<file path="src/rtl/joy_db15_tx.sv">
// DB15 joystick serializer: snapshots one or two 16-bit button words on the reader's LOAD strobe
// and shifts them out LSB first on JOY_CLK. Optional input glitch filter: JOY_DB15_TX_FILTER_EN.
module joy_db15_tx #(
    parameter int PLAYERS = 2,
    parameter int INVERT  = 1
) (
    input  logic        clk,
    input  logic        reset_n,
    input  logic        JOY_CLK,
    input  logic        JOY_LOAD,
    output logic        JOY_DATA,
    input  logic [15:0] joystick1,
    input  logic [15:0] joystick2,
    output logic        busy,
    output logic        frame_done,
    output logic [1:0]  state_dbg,
    output logic [5:0]  bit_cnt_dbg
);

    typedef enum logic [1:0] {
        ST_IDLE  = 2'd0,
        ST_LOAD  = 2'd1,
        ST_SHIFT = 2'd2,
        ST_DONE  = 2'd3
    } state_t;

    localparam logic [5:0] FRAME_BITS = 6'(16 * PLAYERS);
    localparam logic       DATA_INV   = (INVERT != 0);

    state_t      state;
    logic [31:0] sreg;
    logic [5:0]  bit_cnt;

    logic clk_s1, clk_s2, clk_f, clk_h;
    logic load_s1, load_s2, load_f, load_h;
    logic clk_rise, load_rise;
    logic [15:0] upper_word;

    // Synchronizers idle high so a reader parked high produces no edge after reset.
    always_ff @(posedge clk) begin
        if (!reset_n) begin
            clk_s1  <= 1'b1;
            clk_s2  <= 1'b1;
            clk_h   <= 1'b1;
            load_s1 <= 1'b1;
            load_s2 <= 1'b1;
            load_h  <= 1'b1;
        end else begin
            clk_s1  <= JOY_CLK;
            clk_s2  <= clk_s1;
            clk_h   <= clk_f;
            load_s1 <= JOY_LOAD;
            load_s2 <= load_s1;
            load_h  <= load_f;
        end
    end

`ifdef JOY_DB15_TX_FILTER_EN
    logic clk_d, load_d;

    // Output follows only once three consecutive samples (s1, s2, d) agree.
    always_ff @(posedge clk) begin
        if (!reset_n) begin
            clk_d  <= 1'b1;
            load_d <= 1'b1;
            clk_f  <= 1'b1;
            load_f <= 1'b1;
        end else begin
            clk_d  <= clk_s2;
            load_d <= load_s2;
            if (clk_s1 == clk_s2 && clk_s2 == clk_d)
                clk_f <= clk_s2;
            if (load_s1 == load_s2 && load_s2 == load_d)
                load_f <= load_s2;
        end
    end
`else
    always_ff @(posedge clk) begin
        if (!reset_n) begin
            clk_f  <= 1'b1;
            load_f <= 1'b1;
        end else begin
            clk_f  <= clk_s2;
            load_f <= load_s2;
        end
    end
`endif

    assign clk_rise   = clk_f & ~clk_h;
    assign load_rise  = load_f & ~load_h;
    assign upper_word = (PLAYERS == 2) ? joystick2 : 16'h0000;

    // Load level has priority over every state and over a coincident shift.
    always_ff @(posedge clk) begin
        if (!reset_n) begin
            state      <= ST_IDLE;
            sreg       <= 32'h0;
            bit_cnt    <= 6'd0;
            busy       <= 1'b0;
            frame_done <= 1'b0;
        end else begin
            frame_done <= 1'b0;
            if (!load_f) begin
                state   <= ST_LOAD;
                sreg    <= {upper_word, joystick1};
                bit_cnt <= 6'd0;
                busy    <= 1'b0;
            end else begin
                case (state)
                    ST_IDLE: ;
                    ST_LOAD: begin
                        if (load_rise) begin
                            state <= ST_SHIFT;
                            busy  <= 1'b1;
                        end
                    end
                    ST_SHIFT: begin
                        if (clk_rise) begin
                            sreg    <= {1'b0, sreg[31:1]};
                            bit_cnt <= bit_cnt + 6'd1;
                            if (bit_cnt + 6'd1 == FRAME_BITS) begin
                                state      <= ST_DONE;
                                busy       <= 1'b0;
                                frame_done <= 1'b1;
                            end
                        end
                    end
                    ST_DONE: state <= ST_IDLE;
                endcase
            end
        end
    end

    // Register holds not-pressed (0) everywhere outside a frame, so bit 0 is the idle level.
    assign JOY_DATA    = sreg[0] ^ DATA_INV;
    assign state_dbg   = state;
    assign bit_cnt_dbg = bit_cnt;

endmodule

</file>
<file path="config.mk">
export PLATFORM = sky130hd
export DESIGN_NAME = joy_db15_tx
export DESIGN_NICKNAME = d
export VERILOG_FILES = /design/src/rtl/joy_db15_tx.sv
export SDC_FILE = /design/constraint.sdc
export NUM_CORES = 1
export LEC_CHECK = 0
export BUFFER_PORTS_ARGS = -buffer_cell sky130_fd_sc_hd__buf_4
export CAP_MARGIN = 20
export CORE_MARGIN = 5
export CORE_UTILIZATION = 40
export CTS_CLUSTER_DIAMETER = 80
export CTS_CLUSTER_SIZE = 16
export DETAILED_ROUTE_END_ITERATION = 7
export GPL_TIMING_DRIVEN = 0
export PLACE_DENSITY_LB_ADDON = 0.05
export SYNTH_ARGS = -nofsm -noshare
export SYNTH_HDL_FRONTEND = slang
export SYNTH_SLANG_ARGS = --single-unit
</file>
<file path="constraint.sdc">
create_clock -name clk -period 2.15 [get_ports clk]
set_input_delay 0.1075 -clock clk [delete_from_list [all_inputs] [get_ports clk]]
set_output_delay 0.1075 -clock clk [all_outputs]
set_load 0.005 [all_outputs]
</file>
==> results of run 1 <==
[per-stage QoR]
stage                     hold WS, ns  total power, mW  utilization (%)
after floorplan                 0.209             1.04                -
after global placement          0.295             1.11             50.3
after detailed placement        0.294             1.11             50.3
after CTS                      0.0591             1.77             53.1
after global routing           0.0862             1.83             53.1
final                          0.0679             1.75             53.1
[report_power, final]
group | internal [mW] | switching, mW | total, mW
Clock | 0.346 | 0.320 | 0.667
Sequential | 0.952 | 0.0130 | 0.965
Combinational | 0.0696 | 0.0522 | 0.122
Total | 1.37 | 0.385 | 1.75
[timing repair]
action | CTS | global route
endpoints found under the hold margin | 2 | 0
resized for setup | 0 | 0
setup endpoints to repair | 0 | 0
hold buffers | 2 | 0
setup buffers | 0 | 0
[cells in the final DEF (no fill, tap or decap), types with 2 or more instances in the layout]
cell type	count
inv_1	2
clkinvlp_4	2
nand3_1	3
buf_2	6
a31o_1	2
clkbuf_1	12
or4_1	2
o21ai_0	31
nand2_1	66
nor2_1	4
buf_4	45
a21oi_1	5
dlygate4sd3_1	2
buf_1	2
nor3b_1	2
o31ai_1	2
clkbuf_8	5
nand2b_1	9
dfxtp_1	50
a31oi_1	31
[worst register-to-register path: cells and delay by family, from the launching register on]
| family | cells | cell delay [ns] |
|---|---|---|
| simple gates | 2 | 0.24 |
| flops | 1 | 0.41 |
| buf+inv | 2 | 0.61 |
| compound gates | 1 | 0.18 |
[registers in the layout, summed over array words and instances, names as in the netlist]
name         count
busy             1
clk_s1           1
load_s1          1
load_f           1
clk_s2           1
load_s2          1
frame_done       1
load_h           1
clk_h            1
state_dbg        2
sreg            32
bit_cnt_dbg      6
clk_f            1
[routing by layer]
| metal | up-vias | share of wire (%) | track usage, % |
|---|---|---|---|
| met1 | 845 | 48 | 21.0 |
| met2 | 51 | 46 | 24.2 |
| li1 | 958 | - | - |
| met4 | 0 | 0.71 | 4.05 |
| met3 | 4 | 6.0 | 4.04 |
| met5 | - | 0 | 0 |
[final cells by class]
type / count / area [um2]
fill: 477 / 2240
sequential: 50 / 1000
multi-input combinational: 171 / 892
timing repair buffer: 47 / 358
tap: 67 / 83.8
buffer: 20 / 82.6
clock buffer: 5 / 68.8
clock inverter: 3 / 45.0
inverter: 3 / 11.3
[cell families after synthesis]
family / count (synthesis)
xor+xnor: 1
simple gates: 92
compound gates: 77
fa+ha+maj: 1
buf+inv: 23
flops: 50
[how the worst max path moves through the flow]
stage                     slack (ns)                       from                     endpoint
after floorplan                 0.85  state_dbg[0]$_SDFFE_PN0P_  bit_cnt_dbg[5]$_SDFFE_PN0P_
after global placement          0.66  state_dbg[0]$_SDFFE_PN0P_        sreg[22]$_SDFFE_PN0P_
after detailed placement        0.65  state_dbg[0]$_SDFFE_PN0P_        sreg[22]$_SDFFE_PN0P_
after CTS                       0.62  state_dbg[0]$_SDFFE_PN0P_        sreg[22]$_SDFFE_PN0P_
after global routing            0.38  state_dbg[0]$_SDFFE_PN0P_        sreg[22]$_SDFFE_PN0P_
final                           0.65  state_dbg[0]$_SDFFE_PN0P_        sreg[22]$_SDFFE_PN0P_
[Yosys cell counts, types with 3 or more instances]
cell	count
nand2_1	66
buf_2	6
a31oi_1	31
nor2_1	4
nand2b_1	9
a21oi_1	5
dfxtp_1	50
o21ai_0	31
clkbuf_1	12
nand3_1	3
==> reports/results.ini, run 1 <==
[run_status]
outcome = finished clean

[critical_path]
worstSetupPathType = register to register
cp_max_fo = 10
r2r_end = sreg[22]$_SDFFE_PN0P_
regToRegStartpoint = state_dbg[0]$_SDFFE_PN0P_
setup.worst_path.end_class = register
crit_family = buffers and inverters
r2r_cells = 5
cp.arrival_ns = 1.73
crit_cells = 5
rrSetupSlack_ns = 0.65
path_buf_inv = 2
max_stage_delay_ns = 0.41
slowest_stage = dfxtp_1
startpoint_type = register
cp_cell_sequence = nand4bb_1, buf_2, buf_1, nand2_1, a31oi_1
required_ns = 2.38

[hold_path]
hold_depth = 3
min_path_type = input port to register
holdCritStartpoint = joystick2[15]
hold_end = sreg[31]$_SDFFE_PN0P_

[yosys]
synth_edf_count = 0
syn_area_per_cell_um2 = 8.14
ys_top_cells_by_area = dfxtp_1, nand2_1, a31oi_1, o21ai_0, nand2b_1
synth_cell_types = 31
synthFlopType = dfxtp_1
synthMuxAreaShare_pct = 0
synthAdderAreaFrac_pct = 0.630
syn_inst = 244
synth_top_cell_area_share_pct = 50.4
synth_area_um2 = 1990
syn_nets = 281
synth-simple-area-share_pct = 21.0
yosysSeqAreaShare_pct = 50.4
synth_async_sr_flop_share_pct = 0
yosysTopAreaCell = dfxtp_1
ys_seq_elements = 50
ys_warn_count = 0
synth_top_family_by_area = compound AO/OA/AOI/OAI gates
synth-xor-area-share_pct = 0.441
synth_compound_area_share_pct = 22.9

[cts]
clk_latency_ns = 0.30
path_clk_slew_ns = 0.09
clock_path_buffers = 2
cts_tree = built
cts-htree-levels = 2
cts.sinks = 50
clockRootBuffer = clkbuf_8
cts_buffers = 5

[routing]
wire_per_inst_um = 12.8
viasPerCell = 5.08
dr.pass1.iters = 4
drt_iter0_markers = 94
antenna_left = 0
route.detailed.drc = 0
drt_wl_total_um = 4670
routed-via-count = 1858

[sta]
period_minus_slack_ns = 1.50
fmax_ghz = 0.665
finalHoldViolations = 0
layout_setup_ws_ns = 0.646
max-slew-margin-rel_pct = 70.6
drv_slew = 0
tightestPinTransition_ns = 0.441
period_share_pct = 70.0
finalSetupViolations = 0
skew_ns = 0.00443
rsz0062_at_grt = no
fin_tns_setup_ns = 0

[global_route]
grt_pass1_wl_um = 7900
grt_pass1_vias = 1696
grt_usage_pct = 15.4
antenna_found_initial = 0
grt-ovfl-total = 0
grt_max_degree = 17

[cells_and_area]
fin_area_um2 = 2540
final_nets = 335
stdcell_count = 366
drive_gt1_share_pct = 20.1
n_antenna_cell = 0
area_growth_pct = 28.0

[placement]
dpl_worst_slack_ns = 0.648
portBuffers = 45
placed_area_um2 = 2410
gp_congestion = 0.744
hpwl_um = 3190
placedCellCount = 356

[power]
ir_worst_vdd_mv = 0.344
leakage_nw = 0.928
power_density_nw_per_um2 = 690

[floorplanning]
ios = 47
die-area_um2 = 6480
die_h_um = 80.5
rows = 25
initial_core_util_pct = 41.5
core_area_um2 = 4790
die_w_um = 80.5

[flow_run]
maxCapViolations = 0

Note: power is estimated with default switching activity, not from simulation.
==> inputs of run 2 (changes only) <==
==> constraint.sdc (replaced) <==
create_clock -name clk -period 1.25 [get_ports clk]
set_input_delay 0.0625 -clock clk [delete_from_list [all_inputs] [get_ports clk]]
set_output_delay 0.0625 -clock clk [all_outputs]
set_load 0.005 [all_outputs]
==> run 2 against run 1 <==
The run now ends with setup timing left. Critical path depth shrank 1. Clock-buffer cell count grew 1. Setup slack got worse by 0.73 ns. Highest routed layer unchanged. Total power increased by 88%. Sequential cell count stayed put.
==> reports/results.ini, run 2 (synthesis results as in run 1) <==
[run_status]
outcome = finished, violations left  ; was finished clean
violations = setup timing

[cells_and_area]
fin_area_um2 = 2890  ; was 2540 um2
drive_gt1_share_pct = 35.4  ; was 20.1%
n_antenna_cell = 0  ; unchanged
area_growth_pct = 45.4  ; was 28.0%
largest_register_ffs = 32  ; unchanged
mostFrequentLayoutCells = buf_4, nand2_1, dfxtp_1, o21ai_0, a31oi_1  ; was nand2_1, dfxtp_1, buf_4, o21ai_0, a31oi_1
final_common_cell = buf_4  ; was nand2_1
largest_register = sreg  ; unchanged
final_nets = 344  ; was 335

[routing]
drt_wl_total_um = 5270  ; was 4670 um
routed-via-count = 1909  ; was 1858
drt_iter0_markers = 107  ; was 94
route.detailed.drc = 0  ; unchanged
wire_per_inst_um = 14.0  ; was 12.8 um
dr.pass1.iters = 4  ; unchanged
viasPerCell = 5.09  ; was 5.08
antenna_left = 0  ; unchanged

[cts]
cts-htree-levels = 2  ; unchanged
cts_buffers = 5  ; unchanged
clock_path_buffers = 2  ; unchanged
clk_latency_ns = 0.31  ; was 0.30 ns
cts_tree = built  ; unchanged
clockRootBuffer = clkbuf_8  ; unchanged
cts.sinks = 50  ; unchanged
path_clk_slew_ns = 0.09  ; about the same

[global_route]
grt_pass1_vias = 1682  ; was 1696
grt_usage_pct = 15.7  ; was 15.4%
grt-ovfl-total = 0  ; unchanged
grt_pass1_wl_um = 7970  ; was 7900 um
grt_max_degree = 16  ; was 17
antenna_found_initial = 0  ; unchanged

[sta]
fmax_ghz = 0.748  ; was 0.665 GHz
max-slew-margin-rel_pct = 72.0  ; was 70.6%
skew_ns = 0.00907  ; was 0.00443 ns
finalSetupViolations = 35  ; was 0
finalHoldViolations = 0  ; unchanged
period_minus_slack_ns = 1.34  ; was 1.50 ns
layout_setup_ws_ns = -0.0872  ; was 0.646 ns
drv_slew = 0  ; unchanged
tightestPinTransition_ns = 0.420  ; was 0.441 ns
holdWs_ns = 0.0124  ; was 0.0679 ns
fin_tns_setup_ns = -1.40  ; was 0 ns
rsz0062_at_grt = yes  ; was no
period_share_pct = 107  ; was 70.0%

[floorplanning]
die_w_um = 80.5  ; unchanged
die_h_um = 80.5  ; unchanged
initial_core_util_pct = 41.5  ; unchanged
rows = 25  ; unchanged
die-area_um2 = 6480  ; unchanged
core_area_um2 = 4790  ; unchanged
ios = 47  ; unchanged

[hold_path]
holdCritStartpoint = joystick2[15]  ; unchanged
min_path_type = input port to register  ; unchanged
hold_depth = 3  ; unchanged
hold_end = sreg[31]$_SDFFE_PN0P_  ; unchanged

[critical_path]
setup.worst_path.end_class = register  ; unchanged
worstSetupPathType = register to register  ; unchanged
regToRegStartpoint = state_dbg[1]$_SDFFE_PN0P_  ; was state_dbg[0]$_SDFFE_PN0P_
required_ns = 1.51  ; was 2.38 ns
cp_max_fo = 8  ; was 10
cp.arrival_ns = 1.59  ; was 1.73 ns
r2r_cells = 4  ; was 5
r2r_end = frame_done$_SDFF_PN0_  ; was sreg[22]$_SDFFE_PN0P_
startpoint_type = register  ; unchanged
rrSetupSlack_ns = -0.09  ; was 0.65 ns

[power]
power_density_nw_per_um2 = 1140  ; was 690 nW/um2
total_power_mw = 3.29  ; was 1.75 mW
leakage_nw = 1.12  ; was 0.928 nW
ir_worst_vdd_mv = 0.746  ; was 0.344 mV

[placement]
dpl_worst_slack_ns = -0.249  ; was 0.648 ns
gp_congestion = 0.737  ; was 0.744
placed_area_um2 = 2410  ; about the same
hpwl_um = 3220  ; was 3190 um
portBuffers = 45  ; unchanged

[flow_run]
maxCapViolations = 0  ; unchanged

## run 2: changes by cell type in the layout (fill, tap and decap cells not counted), moves of 4 or more
cell      previous run  this run
nand2_1             66        47
nand2_2              0        16
clkbuf_1            12         5
buf_4               45        51
dfxtp_1             50        44
dfxtp_2              0         5
buf_6                0         4
clkbuf_2             0         4
## run 2: how the worst max path moves through the flow
stage,from,end,cells after the start
final,state_dbg[1]$_SDFFE_PN0P_,frame_done$_SDFF_PN0_,4
after global routing,state_dbg[1]$_SDFFE_PN0P_,sreg[23]$_SDFFE_PN0P_,5
after CTS,clk_h$_SDFF_PN1_,bit_cnt_dbg[5]$_SDFFE_PN0P_,4
after global placement,load_f$_SDFF_PN1_,sreg[20]$_SDFFE_PN0P_,3
after detailed placement,load_f$_SDFF_PN1_,sreg[4]$_SDFFE_PN0P_,3
after floorplan,state_dbg[0]$_SDFFE_PN0P_,bit_cnt_dbg[5]$_SDFFE_PN0P_,4
## run 2: area by class of cell
cell class	count	area (um2)
Clock buffer	6	82.6
Tap cell	67	83.8
Fill cell	449	1900
Multi-Input combinational cell	171	998
Inverter	3	11.3
Buffer	19	144
Clock inverter	2	60.1
Sequential cell	50	1010
Timing Repair Buffer	57	498
## run 2: where the power goes
| part | switching [mW] | internal [mW] | total, mW |
|---|---|---|---|
| logic | 0.0923 | 0.123 | 0.215 |
| clock network | 0.560 | 0.854 | 1.41 |
| registers | 0.0274 | 1.64 | 1.66 |
| total | 0.680 | 2.61 | 3.29 |
## run 2: metal layers
metal	routed length (um)	track usage, %
met1	2490	21.4
met2	2410	23.8
met3	317	5.16
met4	46	4.05
met5	0	0
## run 2: stage by stage
step,utilization (%),instances
after floorplan,-,244
after global placement,50.4,356
after detailed placement,50.4,356
after CTS,55.6,368
after global routing,60.4,375
final,60.4,375
## run 2: worst max-delay path: stages, from the launching register on
cell and delay [ns]:
dfxtp_4 0.39, and4bb_1 0.27, buf_6 0.21, and3_4 0.23, and4_1 0.18
## run 2: repair_timing
action,4_1_cts,5_1_grt
pin swaps,0,43
setup buffers,2,4
hold buffers,2,0
endpoints found under the setup margin,38,37
endpoints found under the hold margin,2,0
gates resized for setup,21,46
cloned,0,4
